## src/rtl/dmem_pkg.sv

```systemverilog
// Shared types and helpers for the data-memory front-end.
package dmem_pkg;

  localparam int DMEM_BYTE_W = 8;

  typedef enum logic [2:0] {
    IDLE,
    LOAD,
    RUN,
    DRAIN,
    DONE
  } dmem_state_t;

  // Even parity: the stored bit makes the total number of ones even.
  function automatic logic even_parity(input logic [DMEM_BYTE_W-1:0] data);
    return ^data;
  endfunction

endpackage

```

## src/rtl/dmem_ram.sv

```systemverilog
// Single-port-write / single-port-read synchronous RAM with a registered read.
module dmem_ram #(
  parameter int DEPTH = 256,
  parameter int AW    = 8,
  parameter int W     = 8
) (
  input  logic          clock,
  input  logic          we,
  input  logic [AW-1:0] waddr,
  input  logic [W-1:0]  wdata,
  input  logic [AW-1:0] raddr,
  output logic [W-1:0]  rdata
);

  logic [W-1:0] mem [DEPTH];

  // NOTE: the array and read register carry no reset so the RAM maps onto
  // block memory; the controller qualifies rdata with its own reset flags.
  always_ff @(posedge clock) begin
    if (we) mem[waddr] <= wdata;
    rdata <= mem[raddr];
  end

endmodule

```

## src/rtl/dmem_controller.sv

```systemverilog
// Data-memory front-end: host load, exclusive processor run, result drain.
// Define DMEM_PARITY_EN to store an even-parity bit with every byte and flag mismatches on par_err.
module dmem_controller
  import dmem_pkg::*;
#(
  parameter int DEPTH  = 256,
  parameter int ADDR_W = 16
) (
  input  logic                   clock,
  input  logic                   rst_r,
  input  logic                   host_valid,
  output logic                   host_ready,
  input  logic [DMEM_BYTE_W-1:0] host_data,
  input  logic                   host_last,
  output logic                   proc_go,
  input  logic                   dm_en,
  input  logic [ADDR_W-1:0]      ar_out,
  input  logic [DMEM_BYTE_W-1:0] bus_out,
  output logic [DMEM_BYTE_W-1:0] dm_out,
  input  logic                   end_process,
  input  logic [ADDR_W-1:0]      res_base,
  input  logic [ADDR_W-1:0]      res_len,
  output logic                   out_valid,
  input  logic                   out_ready,
  output logic [DMEM_BYTE_W-1:0] out_data,
  output logic                   out_last,
  input  logic                   restart,
  output logic                   done,
  output logic                   ovf,
  output logic                   addr_err,
  output logic                   par_err
);

  localparam int AW = (DEPTH > 1) ? $clog2(DEPTH) : 1;
`ifdef DMEM_PARITY_EN
  localparam int RAM_W = DMEM_BYTE_W + 1;
`else
  localparam int RAM_W = DMEM_BYTE_W;
`endif

  dmem_state_t state, state_next;

  logic                   armed;
  logic [AW-1:0]          load_ptr;
  logic [AW-1:0]          rd_ptr;
  logic [ADDR_W-1:0]      remain;
  logic                   dm_valid;
  logic                   load_hs, load_end, drain_hs, drain_end, proc_in_range;
  logic                   ram_we;
  logic [AW-1:0]          ram_waddr, ram_raddr;
  logic [DMEM_BYTE_W-1:0] wr_byte, rd_byte;
  logic [RAM_W-1:0]       ram_wdata, ram_rdata;
  logic                   unused_res_base;

  // Only the low address bits of res_base matter since the drain wraps modulo DEPTH.
  assign unused_res_base = ^res_base;

  assign proc_in_range = (ar_out >> AW) == '0;
  assign load_hs       = (state == LOAD) && host_valid;
  assign load_end      = load_hs && (host_last || (load_ptr == AW'(DEPTH - 1)));
  assign drain_hs      = out_valid && out_ready;
  assign drain_end     = drain_hs && out_last;

  // NOTE: state and datapath registers use non-blocking assignments so every
  // flop samples pre-edge values regardless of process ordering.
  always_ff @(posedge clock or negedge rst_r) begin
    if (!rst_r) state <= IDLE;
    else        state <= state_next;
  end

  // NOTE: every output of this block gets a default first, so no path can
  // leave a variable unassigned and infer a latch.
  always_comb begin
    state_next = state;
    host_ready = 1'b0;
    proc_go    = 1'b0;
    done       = 1'b0;
    unique case (state)
      IDLE:  if (armed) state_next = LOAD;
      LOAD: begin
        host_ready = 1'b1;
        if (load_end) state_next = RUN;
      end
      RUN: begin
        proc_go = 1'b1;
        if (end_process) state_next = (res_len == '0) ? DONE : DRAIN;
      end
      DRAIN: if (drain_end) state_next = DONE;
      DONE: begin
        done = 1'b1;
        if (restart) state_next = LOAD;
      end
      default: state_next = IDLE;
    endcase
  end

  // Write port: host during LOAD, processor during RUN (in-range only).
  assign ram_we    = load_hs || ((state == RUN) && dm_en && proc_in_range);
  assign ram_waddr = (state == LOAD) ? load_ptr : ar_out[AW-1:0];
  assign wr_byte   = (state == LOAD) ? host_data : bus_out;

  // Read port: drain pointer (prefetching on a handshake) or processor address.
  assign ram_raddr = (state == DRAIN) ? (drain_hs ? rd_ptr + AW'(1) : rd_ptr)
                                      : ar_out[AW-1:0];

  dmem_ram #(
    .DEPTH (DEPTH),
    .AW    (AW),
    .W     (RAM_W)
  ) u_ram (
    .clock (clock),
    .we    (ram_we),
    .waddr (ram_waddr),
    .wdata (ram_wdata),
    .raddr (ram_raddr),
    .rdata (ram_rdata)
  );

  always_ff @(posedge clock or negedge rst_r) begin
    if (!rst_r) begin
      armed     <= 1'b0;
      load_ptr  <= '0;
      rd_ptr    <= '0;
      remain    <= '0;
      out_valid <= 1'b0;
      dm_valid  <= 1'b0;
      ovf       <= 1'b0;
      addr_err  <= 1'b0;
    end else begin
      // IDLE lasts one full cycle after reset release before LOAD opens.
      armed <= 1'b1;
      if (load_hs) load_ptr <= load_ptr + AW'(1);
      if ((state == DONE) && restart) load_ptr <= '0;
      if ((state == RUN) && end_process) begin
        rd_ptr <= res_base[AW-1:0];
        remain <= res_len;
      end else if (drain_hs) begin
        rd_ptr <= rd_ptr + AW'(1);
        remain <= remain - ADDR_W'(1);
      end
      out_valid <= (state == DRAIN) && !drain_end;
      dm_valid  <= (state == RUN) && proc_in_range;
      if (load_hs && !host_last && (load_ptr == AW'(DEPTH - 1))) ovf <= 1'b1;
      if ((state == RUN) && !proc_in_range) addr_err <= 1'b1;
    end
  end

`ifdef DMEM_PARITY_EN
  assign ram_wdata = {even_parity(wr_byte), wr_byte};
  assign rd_byte   = ram_rdata[DMEM_BYTE_W-1:0];

  always_ff @(posedge clock or negedge rst_r) begin
    if (!rst_r) par_err <= 1'b0;
    else if ((dm_valid || out_valid) && (ram_rdata[DMEM_BYTE_W] != even_parity(rd_byte)))
      par_err <= 1'b1;
  end
`else
  assign ram_wdata = wr_byte;
  assign rd_byte   = ram_rdata;
  assign par_err   = 1'b0;
`endif

  assign dm_out   = dm_valid  ? rd_byte : '0;
  assign out_data = out_valid ? rd_byte : '0;
  assign out_last = out_valid && (remain == ADDR_W'(1));

endmodule

```

## config.mk

```make
export PLATFORM = sky130hd
export DESIGN_NAME = dmem_controller
export DESIGN_NICKNAME = d
export VERILOG_FILES = /design/src/rtl/dmem_pkg.sv /design/src/rtl/dmem_ram.sv /design/src/rtl/dmem_controller.sv
export SDC_FILE = /design/constraint.sdc
export NUM_CORES = 2
export LEC_CHECK = 0
export ABC_AREA = 1
export BUFFER_PORTS_ARGS = -buffer_cell sky130_fd_sc_hd__buf_2
export CAP_MARGIN = 20
export CELL_PAD_IN_SITES_DETAIL_PLACEMENT = 0
export CELL_PAD_IN_SITES_GLOBAL_PLACEMENT = 2
export CORE_UTILIZATION = 40
export CTS_BUF_LIST = sky130_fd_sc_hd__clkbuf_4 sky130_fd_sc_hd__clkbuf_8
export DETAILED_ROUTE_END_ITERATION = 8
export PLACE_DENSITY_LB_ADDON = 0.15
export SYNTH_ARGS = -nofsm -noshare
export SYNTH_HDL_FRONTEND = slang
export SYNTH_SLANG_ARGS = --single-unit
```

## constraint.sdc

```tcl
create_clock -name clock -period 4.7 [get_ports clock]
set_input_delay 0.705 -clock clock [delete_from_list [all_inputs] [get_ports clock]]
set_output_delay 0.705 -clock clock [all_outputs]
set_load 0.01 [all_outputs]
```

==> impl_metrics.tcl <==
set metrics [dict create \
    drt_iter0_drc 5257 \
    fin_cells 12470 \
    synth_edf_count 2048 \
    die_w_um 482.4 \
    antenna_found_initial 10 \
    p_comb_share_pct 38.1 \
    wire_per_inst_um 23.03 \
    finalCritPeriodShare_pct 91.65 \
    worstSetupPathType "in -> reg" \
    crit_path_end_kind "flop" \
    cts_num_sinks 2096 \
    cts-htree-levels 5 \
    portBuffers 86 \
    syn_avg_cell_area_um2 10.29 \
    slew_headroom_pct 27.98 \
    synth_top_area_share_pct 66.63 \
    dp_hpwl_mm 167.6 \
    setup_tns_ps 0 \
    hp-class "in -> async" \
    wl_mm 287.2 \
    p_leak_nw 42.64 \
    dr.pass1.iters 8 \
    drc_errors 0 \
    critPathRequiredTime_ps 5390 \
    avgViaCountPerCell 4.994 \
    p_int_mw 38.73 \
    synth_warnings 0 \
    yosysUniqueCellTypes 40 \
    grt_pass1_vias 60790 \
    route.vias.total 62290 \
    grt_pass1_wl_mm 417.6 \
    synthCells 8972 \
    synth.most_common_cell "nand2_1" \
    ys_async_sr_fraction_pct 1.908 \
    synthToLayoutAreaGrowth_pct 12.67 \
    rsz0062_at_grt "no" \
    ant_nets 0 \
    fin_crit_ps 4308 \
    cts-root-buf "clkbuf_8" \
    max-cap-violations 0 \
    max_clock_freq_mhz 232.2 \
    synth_flop_cell "edfxtp_1" \
    worstSkewPairLatency_ps 1090 \
    yosys-top-cells-count "2446 x nand2_1, 2048 x edfxtp_1, 1767 x nand3_1" \
    timing.final.max_slew_violations 0 \
    outcome "finished clean" \
    peakVddDrop_mv 0.8399 \
    critical_path_buf_inv_count 6 \
    worst_pin_slew_ps 1069 \
    power.switching_mw 27.17 \
    synth_area_leaders "edfxtp_1 67%, nand2_1 9.9%, nand3_1 9.6%" \
    crit_path_max_fanout 17 \
    setup_viol 0 \
    path_delay_family "buffers and inverters" \
    start_util_pct 40.41 \
    cts_tree "yes" \
    p_seq_share_pct 36.8 \
    boundaryPins 96 \
    pwr-share-clk_pct 25.0 \
    fin_skew_ps 77.23 \
    grt_max_degree 135 \
    dieHeight_um 482.4 \
    grt_usage_pct 24.76 \
    synth_area_um2 92300 \
    fp-row-count 175 \
    fin_util_pct 45.53 \
    num-nets-final 9261 \
    critical_path_arrival_ps 5000 \
    core_um2 228400 \
    synth_nets 9048 \
    synth_top_area_cell "edfxtp_1" \
    cp-start-kind "input port" \
    max_stage_delay_ps 620 \
    gp_congestion 0.8271 \
    crit_slowest_cell "dlygate4sd3_1" \
    path_cells "dlygate4sd3_1 > buf_2 > nor4_1 > dlygate4sd3_1 > nand2_1 > dlygate4sd3_1 > nor2_1 > nand2_1 > nand2_1 > buf_4 > nand2_2 > buf_4 > nor2_1" \
    p_per_area_nw_per_um2 633.7 \
    p_total_mw 65.90 \
    die_area_um2 232700 \
    post-place-cells 11780 \
    drive_gt1_share_pct 9.534 \
    synth-seq-area-share_pct 67.89 \
    cts_max_path_buffers 4 \
    numCtsBuffers 381 \
    post_cts_buffers 0 \
    holdWs_ps 65.28 \
    gr-total-overflow 0 \
    swShare_pct 41.23 \
    hold_viol_final 0 \
    ys_seq_elements 2096 \
    clk_pin_slew_ps 70 \
]
==> worst register-to-register path, cell delays in order, from the launching register on <==
cell and delay, ps:
dfrtp_1 450, inv_1 100, nor3_2 170, inv_2 230
o21ai_0 900, inv_1 150, nor2_1 280, nand2_1 620
nor2_1 860
==> final cells by class <==
type                    instances  area, µm²
repair buffers                327       3173
clock buffers                 518       6322
well taps                    3009       3765
multi-input cells            4834      21500
clock inverters               141      747.0
flip-flops and latches       2096      62660
inverters                    1545       5812
diodes                          3      7.507
fillers                     21460     124400
==> power groups by stage <==
stage / Sequential, mW / Clock [mW] / Combinational (mW)
after floorplan: 25.0 / 0 / 13.9
after global placement: 24.7 / 0 / 25.1
after detailed placement: 24.7 / 0 / 25.3
after CTS: 24.3 / 16.9 / 25.4
after global routing: 24.3 / 17.7 / 27.2
final: 24.3 / 16.5 / 25.1
==> state kept, by name, summed over array words and instances (netlist names) <==
signal	count
armed	1
addr_err	1
u_ram.mem	2048
rd_ptr	8
load_ptr	8
dm_valid	1
state	3
remain	16
u_ram.rdata	8
ovf	1
out_valid	1
==> kinds of logic after synthesis <==
group	Yosys count	synth area share, %
flip-flops	2096	67.89
XOR/XNOR	16	0.1518
AND/OR/NAND/NOR	4615	21.48
buffers and inverters	2042	9.076
adder cells (fa/ha/maj)	4	0.05423
AO/OA/AOI/OAI	197	1.339
other	2	0.008137
==> timing repair <==
item                      4_1_cts  5_1_grt
hold buffers                   33        0
hold endpoints to repair       69        0
gates resized for setup         0        0
==> worst paths after layout <==
| kind | start | endpoint | slack, ps | cells past startpoint |
|---|---|---|---|---|
| max in group asynchronous | rst_r | remain[11] | 4150 | 3 |
| worst min-delay path | rst_r | rd_ptr[5] | 70 | 2 |
| worst max-delay path | ar_out[10] | u_ram.mem[117][7] | 390 | 13 |
| worst min register to register | ovf | ovf | 460 | 1 |
| min in group clock | host_valid | load_ptr[1] | 140 | 5 |
| worst max register to register | state[0] | u_ram.mem[46][1] | 540 | 8 |
==> layer usage <==
| metal | vias up | track usage (%) | share of wire, % |
|---|---|---|---|
| met4 | 4 | 7.917 | 2.9 |
| met1 | 30070 | 34.42 | 45 |
| li1 | 29910 | - | - |
| met2 | 1840 | 39.32 | 46 |
| met3 | 467 | 4.396 | 6.3 |
| met5 | - | 0 | 0.0094 |
==> through the flow <==
stage          instance area [µm²]  setup slack (ps)
4_1_cts                     104000             557.8
6_report                    104000             392.5
3_3_place_gp                 96560             707.7
5_1_grt                     104000             292.2
2_1_floorplan                92320              1242
3_5_place_dp                 96560             622.4
==> cells in the final DEF, fill, tap and decap left out, types with 4 or more instances in the layout <==
cell type	n
buf_12	68
bufinv_16	5
inv_1	1539
o221ai_1	13
dlygate4sd3_1	33
o21ai_1	4
or2_2	4
edfxtp_1	2048
xnor2_1	5
nor4_1	6
nand2_1	2420
nand3_1	1767
o211ai_1	66
clkinv_1	100
dfxtp_1	8
nand3b_1	48
inv_6	5
buf_2	86
clkinv_2	28
dfrtp_1	40
nand2_2	19
clkbuf_4	129
xor2_1	11
o21ai_4	4
ha_1	4
clkbuf_8	389
a21oi_1	5
buf_4	140
nor2_1	317
nand2_8	10
nor3_1	10
nand4_1	7
o21ai_0	98
Power figures use the tool's default switching activity.
